--- config.mk ---
export PLATFORM = sky130hd
export DESIGN_NAME = lcd_nibble_writer
export DESIGN_NICKNAME = d
export VERILOG_FILES = /design/src/rtl/lcd_pkg.sv /design/src/rtl/lcd_delay_counter.sv /design/src/rtl/lcd_nibble_writer.sv
export SDC_FILE = /design/constraint.sdc
export NUM_CORES = 1
export LEC_CHECK = 0
export BUFFER_PORTS_ARGS = -buffer_cell sky130_fd_sc_hd__buf_2
export CAP_MARGIN = 30
export CORE_AREA = 3 3 85 47
export CTS_CLUSTER_DIAMETER = 80
export DETAILED_ROUTE_END_ITERATION = 10
export DIE_AREA = 0 0 88 50
export HOLD_SLACK_MARGIN = 0.05
export PLACE_DENSITY = 0.84
export SETUP_SLACK_MARGIN = 0.5
export SYNTH_ARGS = -nofsm -noshare
export SYNTH_HDL_FRONTEND = slang
export SYNTH_SLANG_ARGS = --single-unit
--- constraint.sdc ---
create_clock -name Clock -period 2.5 [get_ports Clock]
set_clock_uncertainty 0.05 [all_clocks]
set_input_delay 0.125 -clock Clock [delete_from_list [all_inputs] [get_ports Clock]]
set_output_delay 0.125 -clock Clock [all_outputs]
set_load 0.01 [all_outputs]
--- src/rtl/lcd_pkg.sv ---
// Shared definitions for the HD44780 4-bit nibble writer.
// States, opcodes, 50 MHz default timing, counter width.
package lcd_pkg;

    localparam int CNT_W = 20;

    typedef enum logic [3:0] {
        ST_IDLE,
        ST_HI_SETUP,
        ST_HI_PULSE,
        ST_HI_HOLD,
        ST_GAP,
        ST_LO_SETUP,
        ST_LO_PULSE,
        ST_LO_HOLD,
        ST_WAIT
    } lcdState_t;

    localparam logic [7:0] LCD_CMD_CLEAR = 8'h01;
    localparam logic [7:0] LCD_CMD_HOME  = 8'h02;
    localparam logic [7:0] LCD_CMD_HOME2 = 8'h03;

    localparam int DEF_SETUP_CYCLES      = 2;
    localparam int DEF_ENABLE_CYCLES     = 12;
    localparam int DEF_HOLD_CYCLES       = 2;
    localparam int DEF_NIBBLE_GAP_CYCLES = 50;
    localparam int DEF_CMD_WAIT_CYCLES   = 2000;
    localparam int DEF_CLEAR_WAIT_CYCLES = 82000;

    // Clear and return-home need the long execution wait.
    // 8'h03 decodes as return-home on HD44780 parts.
    function automatic logic needsLongWait(
        input logic [7:0] data,
        input logic       rs
    );
        return !rs && (data == LCD_CMD_CLEAR ||
                       data == LCD_CMD_HOME  ||
                       data == LCD_CMD_HOME2);
    endfunction

endpackage

--- src/rtl/lcd_delay_counter.sv ---
// Loadable down-counter timing each LCD phase.
// Ports: Clock, Reset(n), iLoad, iValue -> oZero.
module lcd_delay_counter
    import lcd_pkg::*;
#(
    parameter int W = CNT_W
) (
    input  logic         Clock,
    input  logic         Reset,
    input  logic         iLoad,
    input  logic [W-1:0] iValue,
    output logic         oZero
);

    logic [W-1:0] count;

    always_ff @(posedge Clock or negedge Reset) begin
        if (!Reset) begin
            count <= '0;
        end else if (iLoad) begin
            count <= iValue;
        end else if (count != '0) begin
            count <= count - 1'b1;
        end
    end

    assign oZero = (count == '0);

endmodule

--- src/rtl/lcd_nibble_writer.sv ---
// Drives an HD44780 LCD in 4-bit mode, one byte per request.
// Ports: Clock, Reset(n), iData, iRS, iValid -> oReady, oDone, oLCD_*.
module lcd_nibble_writer
    import lcd_pkg::*;
#(
    parameter int SETUP_CYCLES      = DEF_SETUP_CYCLES,
    parameter int ENABLE_CYCLES     = DEF_ENABLE_CYCLES,
    parameter int HOLD_CYCLES       = DEF_HOLD_CYCLES,
    parameter int NIBBLE_GAP_CYCLES = DEF_NIBBLE_GAP_CYCLES,
    parameter int CMD_WAIT_CYCLES   = DEF_CMD_WAIT_CYCLES,
    parameter int CLEAR_WAIT_CYCLES = DEF_CLEAR_WAIT_CYCLES
) (
    input  logic       Clock,
    input  logic       Reset,
    input  logic [7:0] iData,
    input  logic       iRS,
    input  logic       iValid,
    output logic       oReady,
    output logic       oDone,
    output logic [3:0] oLCD_D,
    output logic       oLCD_E,
    output logic       oLCD_RS,
    output logic       oLCD_RW
);

    // Counter reload values: N-1 so each state lasts N cycles.
    localparam logic [CNT_W-1:0] SETUP_LD  = CNT_W'(SETUP_CYCLES - 1);
    localparam logic [CNT_W-1:0] ENABLE_LD = CNT_W'(ENABLE_CYCLES - 1);
    localparam logic [CNT_W-1:0] HOLD_LD   = CNT_W'(HOLD_CYCLES - 1);
    localparam logic [CNT_W-1:0] GAP_LD    = CNT_W'(NIBBLE_GAP_CYCLES - 1);
    localparam logic [CNT_W-1:0] CMD_LD    = CNT_W'(CMD_WAIT_CYCLES - 1);
    localparam logic [CNT_W-1:0] CLEAR_LD  = CNT_W'(CLEAR_WAIT_CYCLES - 1);

    lcdState_t        state;
    lcdState_t        stateNext;
    logic             cntLoad;
    logic [CNT_W-1:0] cntValue;
    logic             cntZero;
    logic [7:0]       dataQ;
    logic             rsQ;
    logic             longQ;
    logic             accept;

    assign accept = iValid && oReady;

    lcd_delay_counter #(
        .W(CNT_W)
    ) uDelay (
        .Clock (Clock),
        .Reset (Reset),
        .iLoad (cntLoad),
        .iValue(cntValue),
        .oZero (cntZero)
    );

    always_ff @(posedge Clock or negedge Reset) begin
        if (!Reset) begin
            state <= ST_IDLE;
        end else begin
            state <= stateNext;
        end
    end

    always_ff @(posedge Clock or negedge Reset) begin
        if (!Reset) begin
            dataQ <= '0;
            rsQ   <= 1'b0;
            longQ <= 1'b0;
        end else if (accept) begin
            dataQ <= iData;
            rsQ   <= iRS;
            longQ <= needsLongWait(iData, iRS);
        end
    end

    always_comb begin
        stateNext = state;
        cntLoad   = 1'b0;
        cntValue  = '0;
        unique case (state)
            ST_IDLE: begin
                if (iValid) begin
                    stateNext = ST_HI_SETUP;
                    cntLoad   = 1'b1;
                    cntValue  = SETUP_LD;
                end
            end
            ST_HI_SETUP: begin
                if (cntZero) begin
                    stateNext = ST_HI_PULSE;
                    cntLoad   = 1'b1;
                    cntValue  = ENABLE_LD;
                end
            end
            ST_HI_PULSE: begin
                if (cntZero) begin
                    stateNext = ST_HI_HOLD;
                    cntLoad   = 1'b1;
                    cntValue  = HOLD_LD;
                end
            end
            ST_HI_HOLD: begin
                if (cntZero) begin
                    stateNext = ST_GAP;
                    cntLoad   = 1'b1;
                    cntValue  = GAP_LD;
                end
            end
            ST_GAP: begin
                if (cntZero) begin
                    stateNext = ST_LO_SETUP;
                    cntLoad   = 1'b1;
                    cntValue  = SETUP_LD;
                end
            end
            ST_LO_SETUP: begin
                if (cntZero) begin
                    stateNext = ST_LO_PULSE;
                    cntLoad   = 1'b1;
                    cntValue  = ENABLE_LD;
                end
            end
            ST_LO_PULSE: begin
                if (cntZero) begin
                    stateNext = ST_LO_HOLD;
                    cntLoad   = 1'b1;
                    cntValue  = HOLD_LD;
                end
            end
            ST_LO_HOLD: begin
                if (cntZero) begin
                    stateNext = ST_WAIT;
                    cntLoad   = 1'b1;
                    cntValue  = longQ ? CLEAR_LD : CMD_LD;
                end
            end
            ST_WAIT: begin
                if (cntZero) begin
                    stateNext = ST_IDLE;
                end
            end
            default: begin
                stateNext = ST_IDLE;
            end
        endcase
    end

    // All outputs decode registered state only.
    always_comb begin
        oReady  = (state == ST_IDLE);
        oDone   = (state == ST_WAIT) && cntZero;
        oLCD_E  = (state == ST_HI_PULSE) || (state == ST_LO_PULSE);
        oLCD_RS = (state == ST_IDLE) ? 1'b0 : rsQ;
        oLCD_RW = 1'b0;
        unique case (state)
            ST_IDLE:      oLCD_D = 4'h0;
            ST_HI_SETUP,
            ST_HI_PULSE,
            ST_HI_HOLD,
            ST_GAP:       oLCD_D = dataQ[7:4];
            default:      oLCD_D = dataQ[3:0];
        endcase
    end

endmodule

==> flow_summary_export.csv, run 1 <==
group,metric,value,unit
logic_synthesis,async_flop_share,1.00,
logic_synthesis,netlist_area,1830,um2
finish,nFillCells,221,
logic_synthesis,synth_area_leaders,"dfrtp_1 (46%), xnor2_1 (5.7%), mux2_2 (4.9%)",
placed_design,dp.final_hpwl,3140,um
setup_path,critPathSlowestCell,"or3_4",
finish,drive_gt1_frac,0.359,
routing,drcViolationCount,0,
grt,grt_max_degree,35,
setup_path,r2r_end,"state[2]",
cts,numCtsBuffers,5,
setup_path,criticalPathCategory,"reg2out",
timing,hold_viol,0,
hold_path,worstHoldEndpoint,"uDelay.count[1]",
hold_path,hold_start,"iValid",
grt,grt_pass1_vias,1470,
timing,rsz0062_at_grt,"yes",
placed_design,port_buffers,19,
floorplan,num_rows,15,
logic_synthesis,synth_edf_count,0,
floorplan,start_util,0.552,
setup_path,start_kind,"flip-flop",
logic_synthesis,synth_cell_types,44,
grt,grt_util_all_layers,0.243,
grt,antenna_found_initial,0,
logic_synthesis,yosys.area.top_type,"dfrtp_1",
timing,fin_setup_tns,0,ns
logic_synthesis,synth_most_common_cell,"dfrtp_1",
pwr,leakagePower,1.04,nW
cts,cts_sinks,34,
placed_design,gp_congestion,0.869,
hold_path,min_path_type,"in2reg",
setup_path,crit_path_max_incr_delay,0.45,ns
floorplan,die_w,88,um
logic_synthesis,synth-seq-cells,34,
routing,drt-initial-drc-count,98,
floorplan,ios,21,
grt,grt_pass1_wl,7740,um
routing,via_per_inst,5.95,
cts,cts_buffer_depth,2,
finish,multi_input_area,1060,um2
setup_path,rr_worst_depth,6,
floorplan,die_area,4400,um2
setup_path,r2r-start,"uDelay.count[7]",
logic_synthesis,synth_warnings,0,
finish,fin_nets,247,
cts,cts_tree,"done",
setup_path,path_max_fanout,5,
routing,drtAntennaViolNets,0,
floorplan,core-area,3320,um2
cts,clk_pin_slew,0.07,ns
finish,seq_area,855,um2
timing,worst_slew_pin_slew,0.748,ns
hold_path,min_delay_path_depth,4,
timing,clock.fmax,488,MHz
logic_synthesis,syn_nets,197,
timing,period_needed,2.05,ns
setup_path,reg2reg_slack,0.56,ns
routing,vias,1641,
finish,syn_to_final_growth,32.3,%
setup_path,crit_required,2.33,ns
logic_synthesis,synth_area_per_cell,10.0,um2
setup_path,cp_cell_sequence,"nor3_4 > nand4_4 > or3_4 > nor2_1 > buf_2",
pwr,irDropWorstVdd,268,uV
finish,postLayoutCoreUtil,0.731,
setup_path,cp-end-kind,"output port",
job,maxCapViolations,0,
floorplan,die_h,50,um
routing,firstDrtPassIters,4,
status,status,"finished clean",
routing,wl,5100,um
setup_path,worstPathArrival,1.87,ns
cts,cts_root_buf,"clkbuf_8",
cts,htree_levels,2,
logic_synthesis,synthTopCellsByCount,"dfrtp_1 (34), nor2_1 (21), o21ai_0 (15)",
logic_synthesis,syn-instance-count,183,
logic_synthesis,synth_seq_area_share,0.464,
timing,period_share,0.820,
logic_synthesis,synthFlopType,"dfrtp_1",
logic_synthesis,yosysTopAreaCellShare,0.464,
timing,maxSlewViolCount,0,
timing,relSlewSlack,0.502,
grt,overflow,0,
cts,clk-insertion-delay-late,0.30,ns
timing,setup_viol,0,
routing,drt-wirelength-per-cell,18.5,um
finish,antennaDiodeCount,0,
pwr,power_density,419,nW/um2
==> area by class of cell <==
class,instances,area share
multi-input cells,138,0.436
inverters,4,0.00619
clock inverters,1,0.00206
well taps,42,0.0216
repair buffers,50,0.147
flip-flops and latches,34,0.352
clock buffers,7,0.0356
==> worst max-delay path, delay by kind of cell (launching register included) <==
family	cells	cell delay [ns]
flops	1	0.42
buf+inv	1	0.15
simple gates	4	1.00
==> where the power goes <==
part	internal (mW)	total [mW]	switching, mW	leakage [nW]
Combinational	0.0173	0.0373	0.0200	0.579
Clock	0.222	0.430	0.208	0.0482
Sequential	0.550	0.550	0	0.415
Total	0.789	1.02	0.228	1.04
==> how the worst max path moves through the flow <==
stage                                start          endpoint  slack, ns  cells past startpoint
after global placement    uDelay.count[11]  uDelay.count[14]       0.23                      5
after CTS                  uDelay.count[1]             oDone       0.49                      7
after global routing       uDelay.count[7]             oDone       0.41                      5
after floorplan            uDelay.count[4]  uDelay.count[14]       0.49                      6
final                      uDelay.count[7]             oDone       0.45                      5
after detailed placement  uDelay.count[11]  uDelay.count[13]       0.18                      5
==> cells in the final DEF, fill, tap and decap left out, drive strengths merged, types with 4 or more instances in the layout <==
| cell | netlist | final |
|---|---|---|
| xor2 | 6 | 6 |
| a22o | 4 | 4 |
| o21ai | 17 | 17 |
| inv | 4 | 4 |
| nand3 | 4 | 4 |
| nor3 | 12 | 12 |
| nor4 | 8 | 8 |
| dlygate4sd3 | 0 | 10 |
| mux2 | 9 | 9 |
| dfrtp | 34 | 34 |
| nand2 | 11 | 11 |
| nor2 | 21 | 21 |
| xnor2 | 12 | 12 |
| clkbuf | 3 | 7 |
| buf | 4 | 40 |
==> cell families after synthesis <==
group / after synthesis / share of synthesized area
AOI/OAI and AO/OA: 29 / 0.101
xor gates and xnor gates: 18 / 0.0859
adders and majority gates: 2 / 0.0136
buffers and inverters: 11 / 0.0266
DFF: 34 / 0.464
muxes: 10 / 0.0607
other: 1 / 0.00204
and+or+nand+nor: 78 / 0.246
==> stage by stage <==
stage | hold WS (ns) | setup WS [ns] | cells | power, mW | instance area (um2)
6_report | 0.136 | 0.450 | 276 | 1.02 | 2430
5_1_grt | 0.169 | 0.415 | 276 | 1.05 | 2430
4_1_cts | 0.122 | 0.489 | 266 | 1.02 | 2290
3_5_place_dp | 0.182 | 0.176 | 239 | 0.585 | 1970
3_3_place_gp | 0.180 | 0.230 | 239 | 0.585 | 1970
2_1_floorplan | -0.221 | 0.489 | 183 | 0.564 | 1850
==> per-layer routing <==
metal,global-route usage,wire length (um)
met1,0.361,2330
met2,0.319,2110
met3,0.0785,441
met4,0.0995,228
met5,0,0
==> registers in the layout (all words and copies together), names as in the netlist <==
name          cells
state             4
longQ             1
dataQ             8
uDelay.count     20
rsQ               1
==> what timing repair did <==
| item | 4_1_cts | 5_1_grt |
|---|---|---|
| setup endpoints to repair | 25 | 37 |
| hold endpoints to repair | 43 | 0 |
| gates cloned | 0 | 0 |
| pin swaps | 6 | 5 |
| resized for setup | 12 | 16 |
| hold buffers | 10 | 0 |
| buffers inserted | 9 | 10 |
Note: power is estimated with default switching activity, not from simulation.
==> run 2, diff against run 1 <==
==> constraint.sdc (replaced) <==
create_clock -name Clock -period 1.95 [get_ports Clock]
set_clock_uncertainty 0.05 [all_clocks]
set_input_delay 0.0975 -clock Clock [delete_from_list [all_inputs] [get_ports Clock]]
set_output_delay 0.0975 -clock Clock [all_outputs]
set_load 0.01 [all_outputs]
==> run 2 against run 1 <==
  * The run now ends with negative setup slack left
  * Non-clock buffer count grew 30
  * Flip-flop and latch count is the same
  * Utilization up 14 points
  * Cell area rose by 19%
  * Die area unchanged
  * Sequential power up 28%
  * Largest cell class unchanged
==> flow_summary_export.csv, run 2 (synthesized netlist as in run 1, its figures left out) <==
group,metric,value,unit
finish,nFillCells,147,
grt,grt_util_all_layers,0.323,
floorplan,num_rows,15,
setup_path,cp-end-kind,"flip-flop",
placed_design,dp_slack,-0.0125,ns
cts,clk-insertion-delay-late,0.31,ns
routing,firstDrtPassIters,6,
setup_path,r2r_end,"uDelay.count[17]",
floorplan,start_util,0.552,
cts,cts_tree,"done",
finish,drive_gt1_frac,0.509,
routing,vias,2038,
hold_path,min_delay_path_depth,3,
setup_path,start_kind,"flip-flop",
finish,design_area,2880,um2
grt,grt_max_degree,35,
routing,drcViolationCount,0,
cts,numCtsBuffers,5,
pwr,power_density,468,nW/um2
finish,layout_commonest_cell,"buf_4",
floorplan,die_w,88,um
finish,largest_register_ffs,20,
finish,antennaDiodeCount,0,
placed_design,dp.final_hpwl,3710,um
timing,hold_ws,0.222,ns
timing,worst_slew_pin_slew,0.769,ns
timing,maxSlewViolCount,0,
finish,layout_common_cells,"buf_4 (40), dfrtp_1 (30), nor2_1 (18), buf_2 (16), buf_6 (14)",
cts,htree_levels,2,
setup_path,crit_required,2.08,ns
hold_path,min_path_type,"in2reg",
cts,cts_buffer_depth,2,
grt,overflow,0,
timing,setup_viol,18,
grt,grt_pass1_wl,10100,um
hold_path,hold_start,"iValid",
setup_path,worstPathArrival,2.20,ns
finish,reg_top3,"uDelay.count: 20 flops, dataQ: 8 flops, state: 4 flops",
timing,relSlewSlack,0.487,
setup_path,criticalPathCategory,"reg2reg",
timing,fin_setup_tns,-1.33,ns
placed_design,dpl_cell_area,2230,um2
job,maxCapViolations,0,
pwr,leakagePower,1.28,nW
floorplan,core-area,3320,um2
timing,rsz0062_at_grt,"yes",
timing,hold_viol,0,
routing,drtAntennaViolNets,0,
finish,fin_nets,278,
routing,via_per_inst,6.64,
pwr,irDropWorstVdd,499,uV
cts,cts_root_buf,"clkbuf_8",
timing,period_needed,2.07,ns
finish,largest_register,"uDelay.count",
setup_path,rr_worst_depth,9,
grt,antenna_found_initial,0,
placed_design,gp_congestion,0.950,
cts,cts_sinks,34,
cts,clk_pin_slew,0.08,ns
finish,syn_to_final_growth,57.1,%
setup_path,r2r-start,"uDelay.count[0]",
timing,clock.fmax,482,MHz
routing,drt-initial-drc-count,183,
setup_path,reg2reg_slack,-0.12,ns
floorplan,die_h,50,um
timing,period_share,1.06,
setup_path,path_max_fanout,5,
placed_design,port_buffers,19,
status,violations,"negative setup slack",
grt,grt_pass1_vias,1898,
floorplan,die_area,4400,um2
timing,final.setup.worst_slack,-0.124,ns
status,status,"complete, but fails checks",
hold_path,worstHoldEndpoint,"longQ",
floorplan,ios,21,
routing,wl,7790,um
routing,drt-wirelength-per-cell,25.4,um
==> run 2: changes by cell type in the layout (fill, tap and decap cells not counted), sizes merged <==
| cell | change |
|---|---|
| clkinvlp | +1 |
| buf | +30 |
| clkbuf | -1 |
| nand2 | +1 |
==> run 2: worst max path at each step <==
stage | from | to | slack [ns]
2_1_floorplan | uDelay.count[4] | uDelay.count[14] | -0.06
5_1_grt | uDelay.count[0] | oDone | -0.17
3_3_place_gp | uDelay.count[6] | uDelay.count[14] | 0.05
4_1_cts | uDelay.count[1] | uDelay.count[18] | -0.1
6_report | uDelay.count[0] | uDelay.count[17] | -0.12
3_5_place_dp | uDelay.count[1] | state[0] | -0.01
==> run 2: area by class of cell <==
cell class / count / area, um2 / area share
Clock buffer: 6 / 82.6 / 0.0287
Clock inverter: 2 / 12.5 / 0.00434
Inverter: 4 / 15.0 / 0.00521
Multi-Input combinational cell: 139 / 1220 / 0.425
Sequential cell: 34 / 856 / 0.297
Tap cell: 42 / 52.6 / 0.0182
Timing Repair Buffer: 80 / 638 / 0.221
==> run 2: power by group <==
group / leakage, nW / internal, mW / total [mW] / switching [mW]
clock network: 0.0472 / 0.284 / 0.588 / 0.303
registers: 0.414 / 0.704 / 0.704 / 0
logic: 0.817 / 0.0231 / 0.0566 / 0.0335
total: 1.28 / 1.01 / 1.35 / 0.337
==> run 2: per-stage QoR <==
step | std cells | power [mW] | utilization
after floorplan | 183 | 0.723 | -
after global placement | 271 | 0.750 | 0.671
after detailed placement | 271 | 0.751 | 0.671
after CTS | 297 | 1.32 | 0.788
after global routing | 307 | 1.38 | 0.867
final | 307 | 1.35 | 0.867
==> run 2: worst max-delay path, stage by stage (launching register included) <==
cell,delay (ns)
dfrtp_1,0.40
inv_2,0.10
ha_4,0.14
nor3b_4,0.21
nand2_2,0.08
or3_4,0.35
buf_4,0.17
o31ai_4,0.23
buf_6,0.16
nor2_1,0.05
==> run 2: repair_timing <==
| item | 4_1_cts | 5_1_grt |
|---|---|---|
| gates resized for setup | 33 | 50 |
| hold endpoints to repair | 43 | 0 |
| setup endpoints to repair | 42 | 42 |
| hold buffers | 10 | 0 |
| gates cloned | 0 | 1 |
| setup buffers | 8 | 9 |
| pin swaps | 12 | 12 |
==> run 2: metal layers <==
| layer | vias to the layer above | track usage | wire, um |
|---|---|---|---|
| li1 | 814 | - | - |
| met1 | 963 | 0.398 | 2900 |
| met2 | 189 | 0.471 | 3440 |
| met3 | 72 | 0.140 | 880 |
| met4 | 0 | 0.179 | 572 |
| met5 | - | 0 | 0 |
